## src/rtl/video_pkg.sv

```systemverilog
// Shared definitions for the video host front end: host register map,
// CTRL/STATUS bit positions and the VRAM drain FSM encoding.
package video_pkg;

    localparam logic [1:0] REG_ADL  = 2'd0;
    localparam logic [1:0] REG_ADH  = 2'd1;
    localparam logic [1:0] REG_DATA = 2'd2;
    localparam logic [1:0] REG_CTRL = 2'd3;

    localparam int CTRL_IRQ_EN = 0;
    localparam int CTRL_FLUSH  = 1;
    localparam int CTRL_OVF    = 7;

    localparam int STAT_IRQ   = 7;
    localparam int STAT_BUSY  = 6;
    localparam int STAT_FULL  = 5;
    localparam int STAT_EMPTY = 4;

    typedef enum logic [1:0] {
        DR_IDLE   = 2'd0,
        DR_SETUP  = 2'd1,
        DR_STROBE = 2'd2,
        DR_HOLD   = 2'd3
    } drain_state_t;

endpackage

```

## src/rtl/sync_fifo.sv

```systemverilog
// Single-clock FIFO with flush; a push into a full FIFO is accepted when a pop
// happens in the same cycle.
module sync_fifo #(
    parameter int DEPTH = 4,
    parameter int WIDTH = 24
) (
    input  logic                     clock,
    input  logic                     reset,
    input  logic                     flush,
    input  logic                     push,
    input  logic                     pop,
    input  logic [WIDTH-1:0]         wdata,
    output logic [WIDTH-1:0]         rdata,
    output logic                     full,
    output logic                     empty,
    output logic [$clog2(DEPTH):0]   level
);
    localparam int AW = $clog2(DEPTH);

    logic [DEPTH-1:0][WIDTH-1:0] mem_q, mem_d;
    logic [AW:0] wr_ptr_q, wr_ptr_d, rd_ptr_q, rd_ptr_d;
    logic do_push, do_pop;

    assign level   = wr_ptr_q - rd_ptr_q;
    assign empty   = (level == '0);
    assign full    = (level == (AW+1)'(DEPTH));
    assign rdata   = mem_q[rd_ptr_q[AW-1:0]];
    assign do_pop  = pop & ~empty;
    assign do_push = push & (~full | do_pop);

    always_comb begin
        mem_d    = mem_q;
        wr_ptr_d = wr_ptr_q;
        rd_ptr_d = rd_ptr_q;
        if (do_push) begin
            mem_d[wr_ptr_q[AW-1:0]] = wdata;
            wr_ptr_d = wr_ptr_q + (AW+1)'(1);
        end
        if (do_pop)
            rd_ptr_d = rd_ptr_q + (AW+1)'(1);
        if (flush) begin
            wr_ptr_d = '0;
            rd_ptr_d = '0;
        end
    end

    always_ff @(posedge clock) begin
        if (reset) begin
            wr_ptr_q <= '0;
            rd_ptr_q <= '0;
        end else begin
            wr_ptr_q <= wr_ptr_d;
            rd_ptr_q <= rd_ptr_d;
        end
    end

    always_ff @(posedge clock)
        mem_q <= mem_d;

endmodule

```

## src/rtl/vram_host_write_queue.sv

```systemverilog
// Host register window into VRAM: synchronises host strobes, queues DATA writes
// with auto-increment, and drains the queue as 3-cycle VRAM writes during blanking.
module vram_host_write_queue
    import video_pkg::*;
#(
    parameter int DEPTH       = 4,
    parameter int SYNC_STAGES = 2
) (
    input  logic        clock,
    input  logic        reset,
    input  logic        hcs_n,
    input  logic        hwr_n,
    input  logic        hrd_n,
    input  logic [1:0]  ha,
    input  logic [7:0]  hd_in,
    output logic [7:0]  hd_out,
    output logic        hd_oe,
    output logic        hwait_n,
    output logic        hint_n,
    input  logic        vram_free,
    input  logic        vblank_start,
    output logic        vram_busy,
    output logic [15:0] va_out,
    output logic [7:0]  vd_out,
    output logic        vd_oe,
    output logic        vwe_n
);
    logic [SYNC_STAGES-1:0]       cs_sync_q, cs_sync_d, wr_sync_q, wr_sync_d, rd_sync_q, rd_sync_d;
    logic [SYNC_STAGES-1:0][1:0]  ha_sync_q, ha_sync_d;
    logic                         wr_prev_q, wr_prev_d, rd_prev_q, rd_prev_d;
    logic                         cs_s, wr_s, rd_s, wr_evt, rd_evt;
    logic [1:0]                   ha_s;

    logic [7:0]   adl_q, adl_d, adh_q, adh_d;
    logic         irq_en_q, irq_en_d, ovf_q, ovf_d, irq_pend_q, irq_pend_d;
    drain_state_t state_q, state_d;
    logic [15:0]  va_q, va_d;
    logic [7:0]   vd_q, vd_d;

    logic                   push, pop, flush, fifo_full, fifo_empty;
    logic [23:0]            fifo_rdata;
    logic [$clog2(DEPTH):0] fifo_level;
    logic [31:0]            level_ext;
    logic [7:0]             status;

    always_comb begin
        cs_sync_d = {cs_sync_q[SYNC_STAGES-2:0], hcs_n};
        wr_sync_d = {wr_sync_q[SYNC_STAGES-2:0], hwr_n};
        rd_sync_d = {rd_sync_q[SYNC_STAGES-2:0], hrd_n};
        ha_sync_d = {ha_sync_q[SYNC_STAGES-2:0], ha};
    end

    assign cs_s      = cs_sync_q[SYNC_STAGES-1];
    assign wr_s      = wr_sync_q[SYNC_STAGES-1];
    assign rd_s      = rd_sync_q[SYNC_STAGES-1];
    assign ha_s      = ha_sync_q[SYNC_STAGES-1];
    assign wr_prev_d = wr_s;
    assign rd_prev_d = rd_s;
    assign wr_evt    = ~cs_s & wr_s & ~wr_prev_q;
    assign rd_evt    = ~cs_s & rd_s & ~rd_prev_q;

    assign hd_oe   = ~hcs_n & ~hrd_n;
    assign hwait_n = ~(~cs_s & (ha_s == REG_DATA) & ~wr_s & fifo_full);
    assign hint_n  = ~irq_pend_q;

    assign level_ext = 32'(fifo_level);
    assign status = {irq_pend_q, vram_busy, fifo_full, fifo_empty, 1'b0,
                     (level_ext > 32'd7) ? 3'd7 : level_ext[2:0]};

    always_comb begin
        hd_out = '0;
        if (~cs_s & ~rd_s) begin
            case (ha_s)
                REG_ADL:  hd_out = adl_q;
                REG_ADH:  hd_out = adh_q;
                REG_CTRL: hd_out = status;
                default:  hd_out = '0;
            endcase
        end
    end

    // Drain FSM: the head entry is popped into the output registers on entry to SETUP.
    always_comb begin
        state_d = state_q;
        pop     = 1'b0;
        va_d    = va_q;
        vd_d    = vd_q;
        case (state_q)
            DR_IDLE, DR_HOLD: begin
                state_d = DR_IDLE;
                if (!fifo_empty && vram_free) begin
                    state_d      = DR_SETUP;
                    pop          = 1'b1;
                    {va_d, vd_d} = fifo_rdata;
                end
            end
            DR_SETUP:  state_d = DR_STROBE;
            DR_STROBE: state_d = DR_HOLD;
            default:   state_d = DR_IDLE;
        endcase
    end

    assign vram_busy = (state_q != DR_IDLE);
    assign vd_oe     = vram_busy;
    assign vwe_n     = (state_q != DR_STROBE);
    assign va_out    = va_q;
    assign vd_out    = vd_q;

    always_comb begin
        adl_d      = adl_q;
        adh_d      = adh_q;
        irq_en_d   = irq_en_q;
        ovf_d      = ovf_q;
        irq_pend_d = irq_pend_q;
        push       = 1'b0;
        flush      = 1'b0;
        if (rd_evt && ha_s == REG_CTRL)
            irq_pend_d = 1'b0;
        if (vblank_start && irq_en_q)
            irq_pend_d = 1'b1;
        if (wr_evt) begin
            case (ha_s)
                REG_ADL: adl_d = hd_in;
                REG_ADH: adh_d = hd_in;
                REG_DATA: begin
                    if (!fifo_full || pop) begin
                        push           = 1'b1;
                        {adh_d, adl_d} = {adh_q, adl_q} + 16'd1;
                    end else begin
                        ovf_d = 1'b1;
                    end
                end
                default: begin
                    irq_en_d = hd_in[CTRL_IRQ_EN];
                    flush    = hd_in[CTRL_FLUSH];
                    if (!hd_in[CTRL_IRQ_EN])
                        irq_pend_d = 1'b0;
                end
            endcase
        end
    end

    always_ff @(posedge clock) begin
        if (reset) begin
            cs_sync_q  <= '1;
            wr_sync_q  <= '1;
            rd_sync_q  <= '1;
            ha_sync_q  <= '0;
            wr_prev_q  <= 1'b1;
            rd_prev_q  <= 1'b1;
            adl_q      <= '0;
            adh_q      <= '0;
            irq_en_q   <= 1'b0;
            ovf_q      <= 1'b0;
            irq_pend_q <= 1'b0;
            state_q    <= DR_IDLE;
            va_q       <= '0;
            vd_q       <= '0;
        end else begin
            cs_sync_q  <= cs_sync_d;
            wr_sync_q  <= wr_sync_d;
            rd_sync_q  <= rd_sync_d;
            ha_sync_q  <= ha_sync_d;
            wr_prev_q  <= wr_prev_d;
            rd_prev_q  <= rd_prev_d;
            adl_q      <= adl_d;
            adh_q      <= adh_d;
            irq_en_q   <= irq_en_d;
            ovf_q      <= ovf_d;
            irq_pend_q <= irq_pend_d;
            state_q    <= state_d;
            va_q       <= va_d;
            vd_q       <= vd_d;
        end
    end

    sync_fifo #(.DEPTH(DEPTH), .WIDTH(24)) u_fifo (
        .clock (clock),
        .reset (reset),
        .flush (flush),
        .push  (push),
        .pop   (pop),
        .wdata ({adh_q, adl_q, hd_in}),
        .rdata (fifo_rdata),
        .full  (fifo_full),
        .empty (fifo_empty),
        .level (fifo_level)
    );

endmodule

```

## config.mk

```make
export PLATFORM = sky130hd
export DESIGN_NAME = vram_host_write_queue
export DESIGN_NICKNAME = d
export VERILOG_FILES = /design/src/rtl/video_pkg.sv /design/src/rtl/sync_fifo.sv /design/src/rtl/vram_host_write_queue.sv
export SDC_FILE = /design/constraint.sdc
export NUM_CORES = 1
export LEC_CHECK = 0
export ABC_AREA = 1
export ABC_CLOCK_PERIOD_IN_PS = 3600
export CAP_MARGIN = 20
export CORE_ASPECT_RATIO = 0.6
export CORE_UTILIZATION = 35
export DETAILED_ROUTE_END_ITERATION = 8
export GPL_ROUTABILITY_DRIVEN = 0
export SLEW_MARGIN = 20
export SYNTH_ARGS = -nofsm -noshare
export SYNTH_HDL_FRONTEND = slang
export SYNTH_SLANG_ARGS = --single-unit
```

## constraint.sdc

```tcl
create_clock -name clock -period 3.6 [get_ports clock]
set_input_delay 0.36 -clock clock [delete_from_list [all_inputs] [get_ports clock]]
set_output_delay 0.36 -clock clock [all_outputs]
set_load 0.01 [all_outputs]
```

After elaboration in Yosys (flattened, before gate mapping)
Index checks and enable logic that the tools add are counted.
W data, S select, Z words.

cells by class
  add/subtract/negate cells = 4
  magnitude comparators = 4
  equal/unequal tests = 9
  mux-type cells = 26
  bitwise logic cells = 24
  reduce and logical (&&, ||, !) cells = 20

operators with widths
  kind                     number
  $bwmux W96               1
  $bmux W24 S2             1
  $demux W24 S2            1
  $mux W24                 2
  $pmux W8 S2              2
  $mux W8                  3
  $pmux W8 S3              1
  $add A16 B1 Y16 const B  1
  $mux W1                  13
  $not A1 Y1               12
  $and A1 B1 Y1            11
  $eq A2 B2 Y1 const B     4
  $add A3 B1 Y3 const B    2
  $lt A2 B3 Y1 const B     2
  $pmux W2 S3              1
  $reduce_and A3 Y1        2
  $reduce_bool A2 Y1       3
  $eq A2 B1 Y1 const B     2
  $logic_and A1 B1 Y1      4
  $logic_not A2 Y1         2
  $reduce_and A2 Y1        2
  $reduce_or A2 Y1         2
  $eq A3 B3 Y1 const B     1
  $gt A3 B3 Y1 const B     1
  other kinds (10)         11

storage, ports and cells
  register bits after elaboration = 158
  input bits = 17
  output and inout port bits = 38
  word-level logic and storage cells = 107

Longest topological paths before layout
Gate-level depths: netlist of the first run.

  depth after elaboration = 11
  gate-level depth with buffers = 14
  gate-level depth less buffers = 14

Modules after synthesis
From an unflattened synthesis of the first run, not the netlist that was laid out.

unflattened totals
  cells, all modules = 721
  area, all modules = 6792.8 µm²

by module, submodules not included
  module                 times used  cells each  area each (µm²)  sequential area each (µm²)
  sync_fifo              1           301         4006.3           3002.9
  vram_host_write_queue  1           420         2786.4           1121.1

Worst setup path before layout of the first run
OpenSTA, ideal clock, no wires.

  kind = flip-flop to flip-flop
  start point = reg u_fifo.rd_ptr_q[1]
  end point = reg u_fifo.mem_q[48] in the netlist's numbering, enable pin
  setup time = 0.405 ns
  data arrival time = 2.693 ns
  data required time = 3.195 ns
  slack = 0.502 ns
  cell stages (with the launch flop) = 8
  buffers on the path = 1
  clock period less this slack = 3.098 ns
  cell sequence = dfxtp_1 -> inv_1 -> clkbuf_1 -> fa_1 -> nor2_2 -> nand4_1 -> nand2_2 -> nor2_1

on the way
  word-level cells in the longest chain between the ends = 11
  elaborated cells between the ends (all ways) = 17
  those cells by class = add/sub: 1; eq/ne: 1; mux: 5; bitwise: 5; reduce/logical: 5

ends and longest elaborated chain
  element                   RTL line                      text
  start: declaration        sync_fifo.sv:21               logic [AW:0] wr_ptr_q, wr_ptr_d, rd_ptr_q, rd_ptr_d;
  start signal: assignment  sync_fifo.sv:53               rd_ptr_q <= rd_ptr_d;
  $sub A3 B3 Y3 *           sync_fifo.sv:24               assign level = wr_ptr_q - rd_ptr_q;
  $logic_not A3 Y1          sync_fifo.sv:25               assign empty = (level == '0);
  $logic_not A1 Y1          vram_host_write_queue.sv:91   if (!fifo_empty && vram_free) begin
  $logic_and A1 B1 Y1       vram_host_write_queue.sv:91
  $mux W1                   vram_host_write_queue.sv:91
  $mux W1                   vram_host_write_queue.sv:88   case (state_q)
  $logic_or A1 B1 Y1        vram_host_write_queue.sv:126  if (!fifo_full || pop) begin
  $mux W1                   vram_host_write_queue.sv:126
  $mux W1                   vram_host_write_queue.sv:122  case (ha_s)
  $mux W1                   vram_host_write_queue.sv:121  if (wr_evt) begin
  $and A1 B1 Y1 *           sync_fifo.sv:29               assign do_push = push & (~full | do_pop);
  end signal: assignment    sync_fifo.sv:58               mem_q <= mem_d;
  end: declaration          sync_fifo.sv:20               logic [DEPTH-1:0][WIDTH-1:0] mem_q, mem_d;

Mark *: on every way between the ends. The rest lies on a longest branch, timed or not.
A chain may end at the register's enable or synchronous reset.

Worst setup path in the final report of the first run
  start point = reg u_fifo.wr_ptr_q[0]
  end point = out hd_out[5]

on the way
  word-level cells in the longest chain between the ends = 4

ends and longest elaborated chain
  element                   RTL line                     text
  start: declaration        sync_fifo.sv:21
  start signal: assignment  sync_fifo.sv:52              wr_ptr_q <= wr_ptr_d;
  $sub A3 B3 Y3             sync_fifo.sv:24
  $eq A3 B3 Y1              sync_fifo.sv:26              assign full = (level == (AW+1)'(DEPTH));
  $pmux W8 S3               vram_host_write_queue.sv:73  case (ha_s)
  $mux W8                   vram_host_write_queue.sv:72  if (~cs_s & ~rd_s) begin
  end: declaration          vram_host_write_queue.sv:16  output logic [7:0] hd_out,

Every way passes these cells.

==> impl_metrics.tcl, run 1 <==
set metrics [dict create \
    peakVddDrop_uv 330 \
    die_y_um 110 \
    insertion_delay_ps 420 \
    cts_buffers 17 \
    p_comb_frac 0.213 \
    ys_warn_count 0 \
    antenna_cells 0 \
    dp_hpwl_um 11400 \
    place_ws_ps 957 \
    grt_pass1_wl_um 27200 \
    synth_edf_count 96 \
    track_usage 0.183 \
    crit_path_frequent_cell "nand2_1" \
    p_int_mw 3.46 \
    num_vias 5253 \
    fin_crit_sh 0.866 \
    ant_nets 0 \
    crit_chain "inv_1, ha_1, inv_1, fa_1, nand2_1, nand2_1, nor3_1, nand2_1, a21oi_1, clkdlybuf4s50_1" \
    num-fill-cells 1833 \
    rows 39 \
    initial_core_util 0.357 \
    worstReg2RegStart "u_fifo.wr_ptr_q[0]" \
    slew_viol_final 0 \
    holdPathStages 1 \
    clkTransAtPathRegs_ps 70 \
    crit_fanout 4 \
    synth.most_common_cell "nor2_1" \
    die_w_um 182 \
    fin_util 0.431 \
    holdBufCountCts 0 \
    synth.area.top_cells "edfxtp_1 (43%), dfxtp_1 (18%), nor2_1 (8.9%)" \
    hold_viol 0 \
    seqPwrFrac 0.413 \
    cp-start-kind "flop" \
    portBuffers 54 \
    wl_um 17200 \
    syn_nets 760 \
    p_sw_frac 0.302 \
    fin_setup_tns_ps 0 \
    clk_path_buf_depth 2 \
    ys_ff_latch 158 \
    slew_headroom 0.463 \
    async_flop_share 0 \
    rsz0062_at_grt "no" \
    critPathKind "reg -> out" \
    cts_setup_buffers 0 \
    end_kind "output pin" \
    grt_pass1_vias 4885 \
    crit_arrival_ps 2760 \
    netlist_top_cells_count "nor2_1 (161), nand2_1 (113), edfxtp_1 (96)" \
    tightest_slew_ps 804 \
    endpoint "hd_out[5]" \
    fmax_mhz 321 \
    wl_per_cell_um 16.4 \
    drive_above_1_share 0.0836 \
    antenna_found_initial 0 \
    grt-ovfl-total 0 \
    clkPwrFrac 0.374 \
    leakage_nw 3.09 \
    period_minus_slack_ps 3120 \
    drcViolationCount 0 \
    cts_tree "built" \
    hold_class "reg -> reg" \
    core_area_mm2 0.0190 \
    drt-vias-per-instance 5.02 \
    setup_viol 0 \
    switchingPower_mw 1.50 \
    cts_root_buffer "clkbuf_16" \
    yosysSeqAreaShare 0.608 \
    syn2layout_area_growth_pct 20.7 \
    path_delay_family "buffers and inverters" \
    max_stage_delay_ps 560 \
    syn_area_per_cell_um2 9.25 \
    path_buf_inv 3 \
    pin_count 55 \
    drv_cap 0 \
    drtPass1Iterations 6 \
    synth_cell_types 34 \
    worst_r2r_path_depth 9 \
    fin_worst_skew_ps 11.2 \
    synth.top_cell.area_share 0.425 \
    cts_resized 0 \
    power_mw 4.96 \
    yosys.area.top_type "edfxtp_1" \
    grt_max_degree 52 \
    cp.depth 10 \
    ys.flop_type "edfxtp_1" \
    die-area_mm2 0.0199 \
    r2r_slack_ps 1050 \
    crit_start "u_fifo.wr_ptr_q[0]" \
    critPathSlowestCell "clkdlybuf4s50_1" \
    drt_iter0_drc 599 \
    status "finished clean" \
    cts_sinks 158 \
    required_ps 3240 \
    regToRegEndpoint "u_fifo.mem_q[83]" \
    synthesis.area_mm2 0.00678 \
    finalNetCount 815 \
    synthCells 733 \
    p_per_area_mw_per_mm2 606 \
    htreeDepth 4 \
    worst_slack_ps 482 \
]
[routing by layer]
| metal | wire (µm) | GRT usage | up-vias |
|---|---|---|---|
| li1 | - | - | 2565 |
| met1 | 8890 | 0.274 | 2428 |
| met2 | 6550 | 0.254 | 242 |
| met3 | 1600 | 0.0560 | 18 |
| met4 | 138 | 0.0418 | 0 |
| met5 | 0 | 0 | - |
[cells by family (layout without fill, tap and decap cells)]
group,Yosys count,in the layout,synth area share
AOI/OAI and AO/OA,134,134,0.106
and+or+nand+nor,335,335,0.206
xor gates and xnor gates,2,2,0.00258
adders and majority gates,10,10,0.0196
DFF,158,158,0.608
buffers and inverters,94,162,0.0580
[sequential cells by signal, indices dropped and copies added (netlist names)]
register	cells
adh_q	8
adl_q	8
cs_sync_q	2
ha_s	2
ha_sync_d	2
irq_en_q	1
irq_pend_q	1
rd_prev_q	1
rd_sync_q	2
state_q	2
u_fifo.mem_q	96
u_fifo.rd_ptr_q	3
u_fifo.wr_ptr_q	3
va_out	16
vd_out	8
wr_prev_q	1
wr_sync_q	2
[per-stage QoR]
step | std cells | hold WS [ps] | area, µm²
global route | 1047 | 416 | 8180
detailed placement | 1015 | 394 | 7570
CTS | 1047 | 406 | 8180
finish | 1047 | 405 | 8180
global placement | 1015 | 391 | 7570
floorplan | 733 | 388 | 6780
[how the worst min path moves through the flow]
stage                            start            to  slack, ps
after floorplan           ha_sync_d[2]       ha_s[0]        390
after global placement    cs_sync_q[0]  cs_sync_q[1]        390
after detailed placement  cs_sync_q[0]  cs_sync_q[1]        390
after CTS                 wr_sync_q[0]  wr_sync_q[1]        410
after global routing      wr_sync_q[0]  wr_sync_q[1]        420
final                     wr_sync_q[0]  wr_sync_q[1]        400
[power groups by stage]
stage	registers [mW]	logic, mW	clock network, mW
floorplan	2.12	0.649	0
global placement	2.09	1.05	0
detailed placement	2.09	1.06	0
CTS	2.05	1.07	1.88
global route	2.06	1.18	1.97
finish	2.05	1.06	1.85
[cells in the final DEF (no fill, tap or decap), drive strengths merged, types with 2 or more instances in the layout]
cell type / netlist / final
o22ai: 29 / 29
buf: 16 / 11
inv: 65 / 75
a21oi: 18 / 18
or2: 7 / 7
nor2: 164 / 164
edfxtp: 96 / 96
clkdlybuf4s50: 0 / 54
clkbuf: 13 / 20
nand3b: 4 / 4
xor2: 2 / 2
nand2: 118 / 118
dfxtp: 62 / 62
ha: 9 / 9
nand4: 8 / 8
o21ai: 82 / 82
nand3: 31 / 31
nor3: 3 / 3
[cell type report]
cell class | instances | area, µm² | share of cell area
clock buffer | 20 | 479 | 0.0586
clock inverter | 12 | 130 | 0.0159
inverter | 65 | 246 | 0.0301
multi-input combinational | 481 | 2270 | 0.278
sequential | 158 | 4120 | 0.504
tap | 246 | 308 | 0.0376
timing repair buffer | 65 | 623 | 0.0761
No activity file was read; power rests on OpenSTA's default activity.
==> run 2: changes to the inputs <==
--- a/config.mk
+++ b/config.mk
@@ -12,6 +12,7 @@
 export CORE_UTILIZATION = 35
 export DETAILED_ROUTE_END_ITERATION = 8
 export GPL_ROUTABILITY_DRIVEN = 0
+export SKIP_LAST_GASP = 1
 export SLEW_MARGIN = 20
 export SYNTH_ARGS = -nofsm -noshare
 export SYNTH_HDL_FRONTEND = slang
==> results of run 2 <==
The final DEF is identical to that of run 1; final timing and power are the same.
